<file path="src/rtl/pipelined_adder.sv">
// Pipelined add/subtract: one CHUNK-bit slice is resolved per stage, with the carry
// registered into the next stage. Operands ride along ahead of the carry; finished sum slices trail behind it.
module pipelined_adder #(
    parameter int unsigned WIDTH = 32,
    parameter int unsigned CHUNK = 8
) (
    input  logic             clk,
    input  logic             rst_n,
    input  logic             in_valid,
    output logic             in_ready,
    input  logic [WIDTH-1:0] a,
    input  logic [WIDTH-1:0] b,
    input  logic             sub,
    output logic             out_valid,
    input  logic             out_ready,
    output logic [WIDTH-1:0] sum,
    output logic             carry_out,
    output logic             overflow
);
    localparam int unsigned STAGES = WIDTH / CHUNK;
    localparam int unsigned LAST   = STAGES - 1;

    logic             advance;
    logic [WIDTH-1:0] b_eff;

    // Per-stage view of what feeds each stage: the live inputs for stage 0,
    // the previous stage's registers otherwise.
    logic [WIDTH-1:0] in_a      [STAGES];
    logic [WIDTH-1:0] in_b      [STAGES];
    logic             in_c      [STAGES];
    logic             in_v      [STAGES];
    logic [CHUNK:0]   slice_sum [STAGES];

    // word_a holds finished sum slices below the active slice and raw A above it,
    // so the last stage's word_a is the aligned result.
    logic [WIDTH-1:0] word_a_q  [STAGES];
    logic [WIDTH-1:0] word_a_d  [STAGES];
    logic [WIDTH-1:0] word_b_q  [STAGES];
    logic [WIDTH-1:0] word_b_d  [STAGES];
    logic             carry_q   [STAGES];
    logic             carry_d   [STAGES];
    logic             valid_q   [STAGES];
    logic             valid_d   [STAGES];
    logic             ovf_q;
    logic             ovf_d;

    assign advance   = !valid_q[LAST] || out_ready;
    assign in_ready  = advance;
    assign b_eff     = sub ? ~b : b;

    assign out_valid = valid_q[LAST];
    assign sum       = word_a_q[LAST];
    assign carry_out = carry_q[LAST];
    assign overflow  = ovf_q;

    always_comb begin
        in_a[0] = a;
        in_b[0] = b_eff;
        in_c[0] = sub;
        in_v[0] = in_valid;
        for (int unsigned k = 1; k < STAGES; k++) begin
            in_a[k] = word_a_q[k-1];
            in_b[k] = word_b_q[k-1];
            in_c[k] = carry_q[k-1];
            in_v[k] = valid_q[k-1];
        end
    end

    always_comb begin
        for (int unsigned k = 0; k < STAGES; k++) begin
            slice_sum[k] = {1'b0, in_a[k][k*CHUNK +: CHUNK]}
                         + {1'b0, in_b[k][k*CHUNK +: CHUNK]}
                         + {{CHUNK{1'b0}}, in_c[k]};
        end
    end

    always_comb begin
        ovf_d = ovf_q;
        for (int unsigned k = 0; k < STAGES; k++) begin
            word_a_d[k] = word_a_q[k];
            word_b_d[k] = word_b_q[k];
            carry_d[k]  = carry_q[k];
            valid_d[k]  = valid_q[k];
            if (advance) begin
                valid_d[k] = in_v[k];
                if (in_v[k]) begin
                    word_a_d[k]                   = in_a[k];
                    word_a_d[k][k*CHUNK +: CHUNK] = slice_sum[k][CHUNK-1:0];
                    word_b_d[k]                   = in_b[k];
                    carry_d[k]                    = slice_sum[k][CHUNK];
                end
            end
        end
        // Carry into the MSB is recovered from the MSB's own sum bit and operand bits.
        if (advance && in_v[LAST]) begin
            ovf_d = (in_a[LAST][WIDTH-1] ^ in_b[LAST][WIDTH-1] ^ slice_sum[LAST][CHUNK-1])
                  ^ slice_sum[LAST][CHUNK];
        end
    end

    always_ff @(posedge clk or negedge rst_n) begin
        if (!rst_n) begin
            for (int unsigned k = 0; k < STAGES; k++) begin
                word_a_q[k] <= '0;
                word_b_q[k] <= '0;
                carry_q[k]  <= 1'b0;
                valid_q[k]  <= 1'b0;
            end
            ovf_q <= 1'b0;
        end else begin
            for (int unsigned k = 0; k < STAGES; k++) begin
                word_a_q[k] <= word_a_d[k];
                word_b_q[k] <= word_b_d[k];
                carry_q[k]  <= carry_d[k];
                valid_q[k]  <= valid_d[k];
            end
            ovf_q <= ovf_d;
        end
    end

endmodule

</file>
<file path="config.mk">
export PLATFORM = sky130hd
export DESIGN_NAME = pipelined_adder
export DESIGN_NICKNAME = d
export VERILOG_FILES = /design/src/rtl/pipelined_adder.sv
export SDC_FILE = /design/constraint.sdc
export NUM_CORES = 1
export LEC_CHECK = 0
export BUFFER_PORTS_ARGS = -buffer_cell sky130_fd_sc_hd__buf_2
export CAP_MARGIN = 20
export CELL_PAD_IN_SITES_DETAIL_PLACEMENT = 1
export CELL_PAD_IN_SITES_GLOBAL_PLACEMENT = 2
export CORE_MARGIN = 2
export CORE_UTILIZATION = 27
export DETAILED_ROUTE_END_ITERATION = 8
export HOLD_SLACK_MARGIN = 0.05
export PLACE_DENSITY_LB_ADDON = 0.25
export RECOVER_POWER = 25
export SYNTH_ARGS = -nofsm -noshare
export SYNTH_HDL_FRONTEND = slang
export SYNTH_SLANG_ARGS = --single-unit
export TNS_END_PERCENT = 20
</file>
<file path="constraint.sdc">
create_clock -name clk -period 4.6 [get_ports clk]
set_input_delay 0.92 -clock clk [delete_from_list [all_inputs] [get_ports clk]]
set_output_delay 0.92 -clock clk [all_outputs]
set_load 0.02 [all_outputs]
</file>
Yosys cells after proc, flatten, opt, wreduce, memory -nomap -nowiden:

Index checks and enable logic that the tools add are counted.

* add/subtract/negate cells: 8
* multiply operators: 0
* divide/modulo/power cells: 0
* order comparisons: 0
* equality and inequality tests: 0
* shift operators: 0
* muxes and demuxes: 1
* bitwise logic cells: 4
* reduce and logical (&&, ||, !) cells: 7

Operators by type and width (number)
* 8-bit by 8-bit adder with 9-bit output: 4
* 9-bit by 1-bit adder with 9-bit output: 4
* 32-bit 2-to-1 mux: 1
* 32-bit NOT: 1
* 2-bit AND reduction: 4
* 1-bit XOR: 3
* 1-bit logical AND: 1
* 1-bit zero test: 1
* 1-bit logical OR: 1

* bits in registers: 233
* bits in latches: 0
* bits in writable memories: 0
* bits in read-only memories: 0
* word-level logic and storage cells: 36
* memories kept: 0

Depth between registers and ports, before layout:

Gate-level depths: netlist of run 1.

* depth in word-level cells: 4
* depth in mapped cells: 10
* gate-level depth less buffers: 8

Worst setup path after synthesis of run 1:

OpenSTA, ideal clock, no wires.

* kind: input to register
* start point: input sub
* end point: register carry_q[3] (netlist name)
* library setup time: 94 ps
* arrival: 2738 ps
* data required time: 4506 ps
* slack: 1768 ps
* stages on the path: 10
* cells stage by stage: buf_2 buf_2 xor2_1 inv_1 fa_1 nor2b_1 o21ai_2 a21boi_0 o31ai_1 a211oi_1

* word-level cells in the longest chain between the ends: 3

RTL lines
* start, declared: line 13 `input logic sub,`
* 32-bit 2-to-1 mux: line 49 `assign b_eff = sub ? ~b : b;`
* 8-bit by 8-bit adder with 9-bit output: line 72 `+ {1'b0, in_b[k][k*CHUNK +: CHUNK]}`
* 9-bit by 1-bit adder with 9-bit output *: line 73 `+ {{CHUNK{1'b0}}, in_c[k]};`
* end signal, assigned by index: line 114 `carry_q[k] <= carry_d[k];`
* end, declared: line 40 `logic carry_q [STAGES];`

Mark *: on every way between the ends. The rest lies on a longest branch, timed or not.
A chain may end at the register's enable or synchronous reset.

==> results.yml, run 1 <==
global_routing:
  antenna_found_initial: 0
  top_usage_layer: "met2"
  grtUsageMet1: 0.154
  grt_start_max_net_pins: 107
  globalRouteTotalUtil: 0.119
  use_met2: 0.201
  grt_pass1_wl_um: 30800
  gr-usage-met3: 0.0241
  grt_pass1_vias: 5730
  grt-ovfl-total: 0
layout:
  nNetsFinal: 858
  final_common_cell: "dfrtp_1"
  fin_cells: 1163
  antenna_cells: 0
  drive_gt1_frac: 0.360
  syn_to_final_growth_pct: 18.7
  layout_common_cells: "dfrtp_1, mux2_2, buf_2"
floorplan:
  io_pins: 105
  std_cell_rows: 64
  core_um2: 30500
  start_util: 0.274
  die_area_um2: 32300
  die_h_um: 180
  die_w_um: 180
yosys:
  synth_adder_area_share: 0.0587
  synthCells: 655
  synth_mux_area_frac: 0.172
  synth-compound-area-share: 0.0893
  avgSynthCellArea_um2: 12.7
  synth_top_family_by_area: "multiplexers"
  synth_top_flop_cell: "dfrtp_1"
  synth_edf_count: 0
  syn_area_um2: 8350
  synth_xor_area_frac: 0.0514
  synthArstFlopShare: 1.00
  ys_warn_count: 0
  synth.net_count: 759
  synth-seq-cells: 185
  yosysUniqueCellTypes: 43
  synth_simple_gate_area_frac: 0.0502
  yosysSeqAreaShare: 0.554
outcome:
  failed_checks: "max-capacitance violations, max-slew violations"
  status: "finished, violations left"
place:
  dpl.cell_count: 1130
  routabilityCongestion: 0.733
  hpwl_um: 13100
  io_buffers: 104
  pre_cts_ws_ns: 1.38
cts:
  cts_hold_buf: 0
  cts_post_setup_buffers_inserted: 0
  cts_buffers: 17
  cts.sinks: 185
  cts_resized: 0
  clock-root-buffer: "clkbuf_16"
  cts_max_level: 4
  max-clock-path-buffers: 2
  clk_pin_slew_worst_paths_ns: 0.06
  cts_tree: "done"
  clock_latency_ns: 0.43
route:
  drc: 0
  wl_per_cell_um: 15.8
  num_vias: 5137
  routed_wl_um: 18400
  via_per_inst: 4.42
  drtAntennaViolNets: 0
  firstDrtPassIters: 5
  drt_iter0_markers: 166
pwr:
  p_leak_uw: 0.00454
  finalPower_uw: 7090
  ir_drop_v: 0.000255
  power-per-cell-area_nw_per_um2: 716
timing:
  fin_crit_ns: 2.97
  rsz0062_at_grt: "false"
  max_freq_mhz: 337
  period_share: 0.646
  slew_headroom: -0.835
  worst_slack_ns: 1.63
  setup_violations: 0
  whs_ns: 0.484
  worst_pin_slew_ns: 2.75
  hold_viol_final: 0
  fin_skew_ns: 0.00959
  final-max-slew-violation-count: 106
  tns_ns: 0
critical_path:
  r2r_cells: 7
  crit_cells: 1
  worstSetupStartpoint: "rst_n"
  reg2reg_setup_slack_ns: 2.15
  cpPeakStageDelay_ns: 1.86
  crit_chain: "clkbuf_2"
  crit_family: "buffers and inverters"
  r2r_end: "carry_q[1]"
  crit_path_top_delay_cell: "clkbuf_2"
  rr_startpoint: "in_a[48]"
  crit_buf_inv: 1
  arrival_ns: 2.91
  cp_max_fo: 106
  required_ns: 4.54
  endpoint_kind: "async pin"
  critPathKind: "input pin to async pin"
  cp-endpoint: "in_b[76]"
  critPathLaunchType: "input pin"
flow_run:
  cap_violations: 1
worst_hold_path:
  hold_class: "register to register"
-- metrics by stage --
| step | utilization | instance area (um2) |
|---|---|---|
| 4_1_cts | 0.324 | 9890 |
| 5_1_grt | 0.325 | 9910 |
| 6_report | 0.325 | 9910 |
| 2_1_floorplan | - | 8350 |
| 3_3_place_gp | 0.304 | 9290 |
| 3_5_place_dp | 0.304 | 9290 |
-- cell type report --
cell class | count | area, um2
Fill cell | 3275 | 20600
Sequential cell | 185 | 4630
Multi-Input combinational cell | 427 | 3530
Timing Repair Buffer | 110 | 598
Tap cell | 396 | 495
Clock buffer | 18 | 439
Clock inverter | 14 | 163
Inverter | 13 | 48.8
-- registers in the layout, indices dropped and copies added (netlist names) --
signal     flops
out_valid      1
sum           32
overflow       1
carry_out      1
in_a          96
carry_q        3
in_b          48
in_v           3
-- report_power, final --
part	leakage (uW)	switching, uW	internal, uW
clock	0.000288	655	828
combinational	0.00202	1440	1380
sequential	0.00224	420	2360
-- cells in the mapped netlist (3+ instances only) --
cell type    n  area, um2
xnor2_1     34        298
mux2i_1      3       30.0
o21a_1       4       30.0
a211oi_1     6       45.0
nor3_1       6       30.0
o31ai_1      5       37.5
o31a_1       3       26.3
a21o_1      12       90.1
dfrtp_1    185       4630
a21oi_1     13       65.1
and2_1       3       18.8
mux2_2     125       1410
ha_1        28        350
buf_2       20        100
o21ai_0     54        270
clkbuf_1     4       15.0
fa_1         7        140
buf_4        3       22.5
inv_1       13       48.8
nand2_1     66        248
xor2_1      15        131
o21bai_1     5       37.5
buf_1        3       11.3
nor2_1      10       37.5
-- routing by layer --
| layer | routed length (um) | vias to the layer above |
|---|---|---|
| li1 | - | 2487 |
| met1 | 8690 | 2576 |
| met2 | 9050 | 63 |
| met3 | 408 | 11 |
| met4 | 217 | 0 |
| met5 | 0 | - |
-- cells by family (layout without fill, tap and decap cells) --
logic type | after synthesis | after routing
flops | 185 | 185
mux | 128 | 128
compound gates | 118 | 118
simple gates | 97 | 97
xor+xnor | 49 | 49
buf+inv | 43 | 155
fa+ha+maj | 35 | 35
-- worst min path at each step --
stage | startpoint | to | slack, ns | depth (start not counted)
after floorplan | in_v[0] | out_valid | 0.44 | 2
after global placement | in_b[87] | in_b[87] | 0.46 | 2
after detailed placement | in_b[85] | in_b[85] | 0.48 | 2
after CTS | in_b[87] | in_b[87] | 0.49 | 2
after global routing | in_b[95] | in_b[95] | 0.51 | 2
final | in_a[42] | in_a[42] | 0.48 | 2
(Power assumes the default switching activity.)
==> run 2: changes to the inputs <==
Clock period 4.6 ns to 2.9 ns, I/O delays scaled along.
==> run 2 against run 1 <==
Net effect: the run still ends with max-capacitance violations, max-slew violations left; via count grew 2.0%; power grew 61%; die area is the same; critical path depth grew 6; combinational power grew 61%; final area grew 1.3%; critical endpoint is now carry_q[2]; largest cell class unchanged; highest routed layer unchanged.
==> results.yml, run 2 (same netlist as run 1, synthesis figures left out) <==
floorplan:
  start_util: 0.274
  die_h_um: 180
  die_area_um2: 32300
  std_cell_rows: 64
  io_pins: 105
  core_um2: 30500
  die_w_um: 180
critical_path:
  critPathLaunchType: "register"
  cpPeakStageDelay_ns: 0.47
  arrival_ns: 2.80
  crit_chain: "fa_1 -> fa_1 -> a21o_1 -> a21oi_1 -> o21ai_0 -> o211a_1 -> o31a_1"
  cp_common_cell: "fa_1"
  crit_path_top_delay_cell: "fa_1"
  required_ns: 3.22
  critPathKind: "register to register"
  endpoint_kind: "register"
  cp_max_fo: 3
global_routing:
  antenna_found_initial: 1
  grt_pass1_vias: 5891
  grt_pass1_wl_um: 31000
  grt-ovfl-total: 0
  globalRouteTotalUtil: 0.121
  grt_start_max_net_pins: 75
timing:
  fin_crit_ns: 2.48
  whs_ns: 0.364
  slew_headroom: -0.328
  worst_pin_slew_ns: 1.99
  hold_viol_final: 0
  period_share: 0.856
  rsz0062_at_grt: "false"
  final-max-slew-violation-count: 73
  setup_violations: 0
  fin_skew_ns: 0.00947
  tns_ns: 0
  max_freq_mhz: 403
cts:
  cts_buffers: 17
  clock_latency_ns: 0.44
  cts_resized: 0
  cts_tree: "done"
  clock-root-buffer: "clkbuf_16"
  max-clock-path-buffers: 2
  cts_post_setup_buffers_inserted: 0
  cts_max_level: 4
  cts.sinks: 185
  cts_hold_buf: 0
  clk_pin_slew_worst_paths_ns: 0.07
flow_run:
  cap_violations: 1
layout:
  nNetsFinal: 869
  fillCellCount: 3293
  regArea_um2: 4630
  layout_common_cells: "dfrtp_1, mux2_2, buf_2"
  final_common_cell: "dfrtp_1"
  multi_input_area_um2: 3530
  syn_to_final_growth_pct: 20.2
  drive_gt1_frac: 0.369
  largest_reg_flops: 96
  stdcell_area_um2: 10000
  antenna_cells: 0
place:
  routabilityCongestion: 0.798
  hpwl_um: 13500
  place_area_um2: 9440
  io_buffers: 104
pwr:
  power-per-cell-area_nw_per_um2: 1130
  ir_drop_v: 0.000417
  p_leak_uw: 0.00462
  finalPower_uw: 11400
outcome:
  status: "finished, violations left"
  failed_checks: "max-capacitance violations, max-slew violations"
route:
  routed_wl_um: 18800
  wl_per_cell_um: 16.0
  firstDrtPassIters: 4
  drt_iter0_markers: 132
  num_vias: 5239
  drtAntennaViolNets: 0
  via_per_inst: 4.46
  drc: 0
worst_hold_path:
  hold_class: "input pin to register"
-- run 2: cell count changes in the layout (fill, tap and decap cells not counted) --
cell        previous run  this run
buf_4                  4        11
inv_8                  0         1
clkbuf_8               1         2
clkinvlp_4             2         1
clkinv_2               0         1
buf_16                 1         0
clkinv_4               6         0
inv_6                  4         8
buf_12                 1         6
-- run 2: power by group --
group	switching (uW)	leakage (uW)	internal [uW]	total [uW]
clock	1070	0.000298	1340	2420
combinational	2300	0.00208	2260	4560
sequential	671	0.00224	3740	4410
total	4050	0.00462	7340	11400
-- run 2: layout make-up --
class	instances	share of cell area
sequential	185	0.461
multi-input combinational	427	0.352
timing repair buffer	121	0.0720
tap	396	0.0494
clock buffer	19	0.0451
clock inverter	13	0.0153
inverter	13	0.00486
-- run 2: stage by stage --
| stage | utilization | cells | worst slack [ns] |
|---|---|---|---|
| after floorplan | - | 655 | 0.408 |
| after global placement | 0.309 | 1142 | 0.420 |
| after detailed placement | 0.309 | 1142 | 0.274 |
| after CTS | 0.329 | 1174 | 0.432 |
| after global routing | 0.329 | 1174 | 0.256 |
| final | 0.329 | 1174 | 0.418 |
-- run 2: worst paths after layout --
| path | start | endpoint | slack [ns] | cells past startpoint |
|---|---|---|---|---|
| worst max register to register | in_a[72] | carry_q[2] | 0.42 | 7 |
| min in group asynchronous | rst_n | in_a[64] | 0.69 | 1 |
| worst min-delay path | a[22] | in_a[86] | 0.36 | 2 |
| worst max-delay path | in_a[72] | carry_q[2] | 0.42 | 7 |
| max in group asynchronous | rst_n | sum[12] | 0.98 | 2 |
| worst min register to register | sum[28] | sum[28] | 0.48 | 1 |
-- run 2: routing by layer --
| metal | share of wire | track usage | routed length [um] |
|---|---|---|---|
| met2 | 0.50 | 0.205 | 9290 |
| met5 | 0 | 0 | 0 |
| met1 | 0.45 | 0.151 | 8500 |
| met3 | 0.030 | 0.0284 | 565 |
| met4 | 0.021 | 0.0481 | 398 |
-- run 2: critical path: cells and delay by family (launching register included) --
family / cells / cell delay [ns]
AOI/OAI and AO/OA: 5 / 1.07
adders and majority gates: 2 / 0.89
DFF: 1 / 0.40
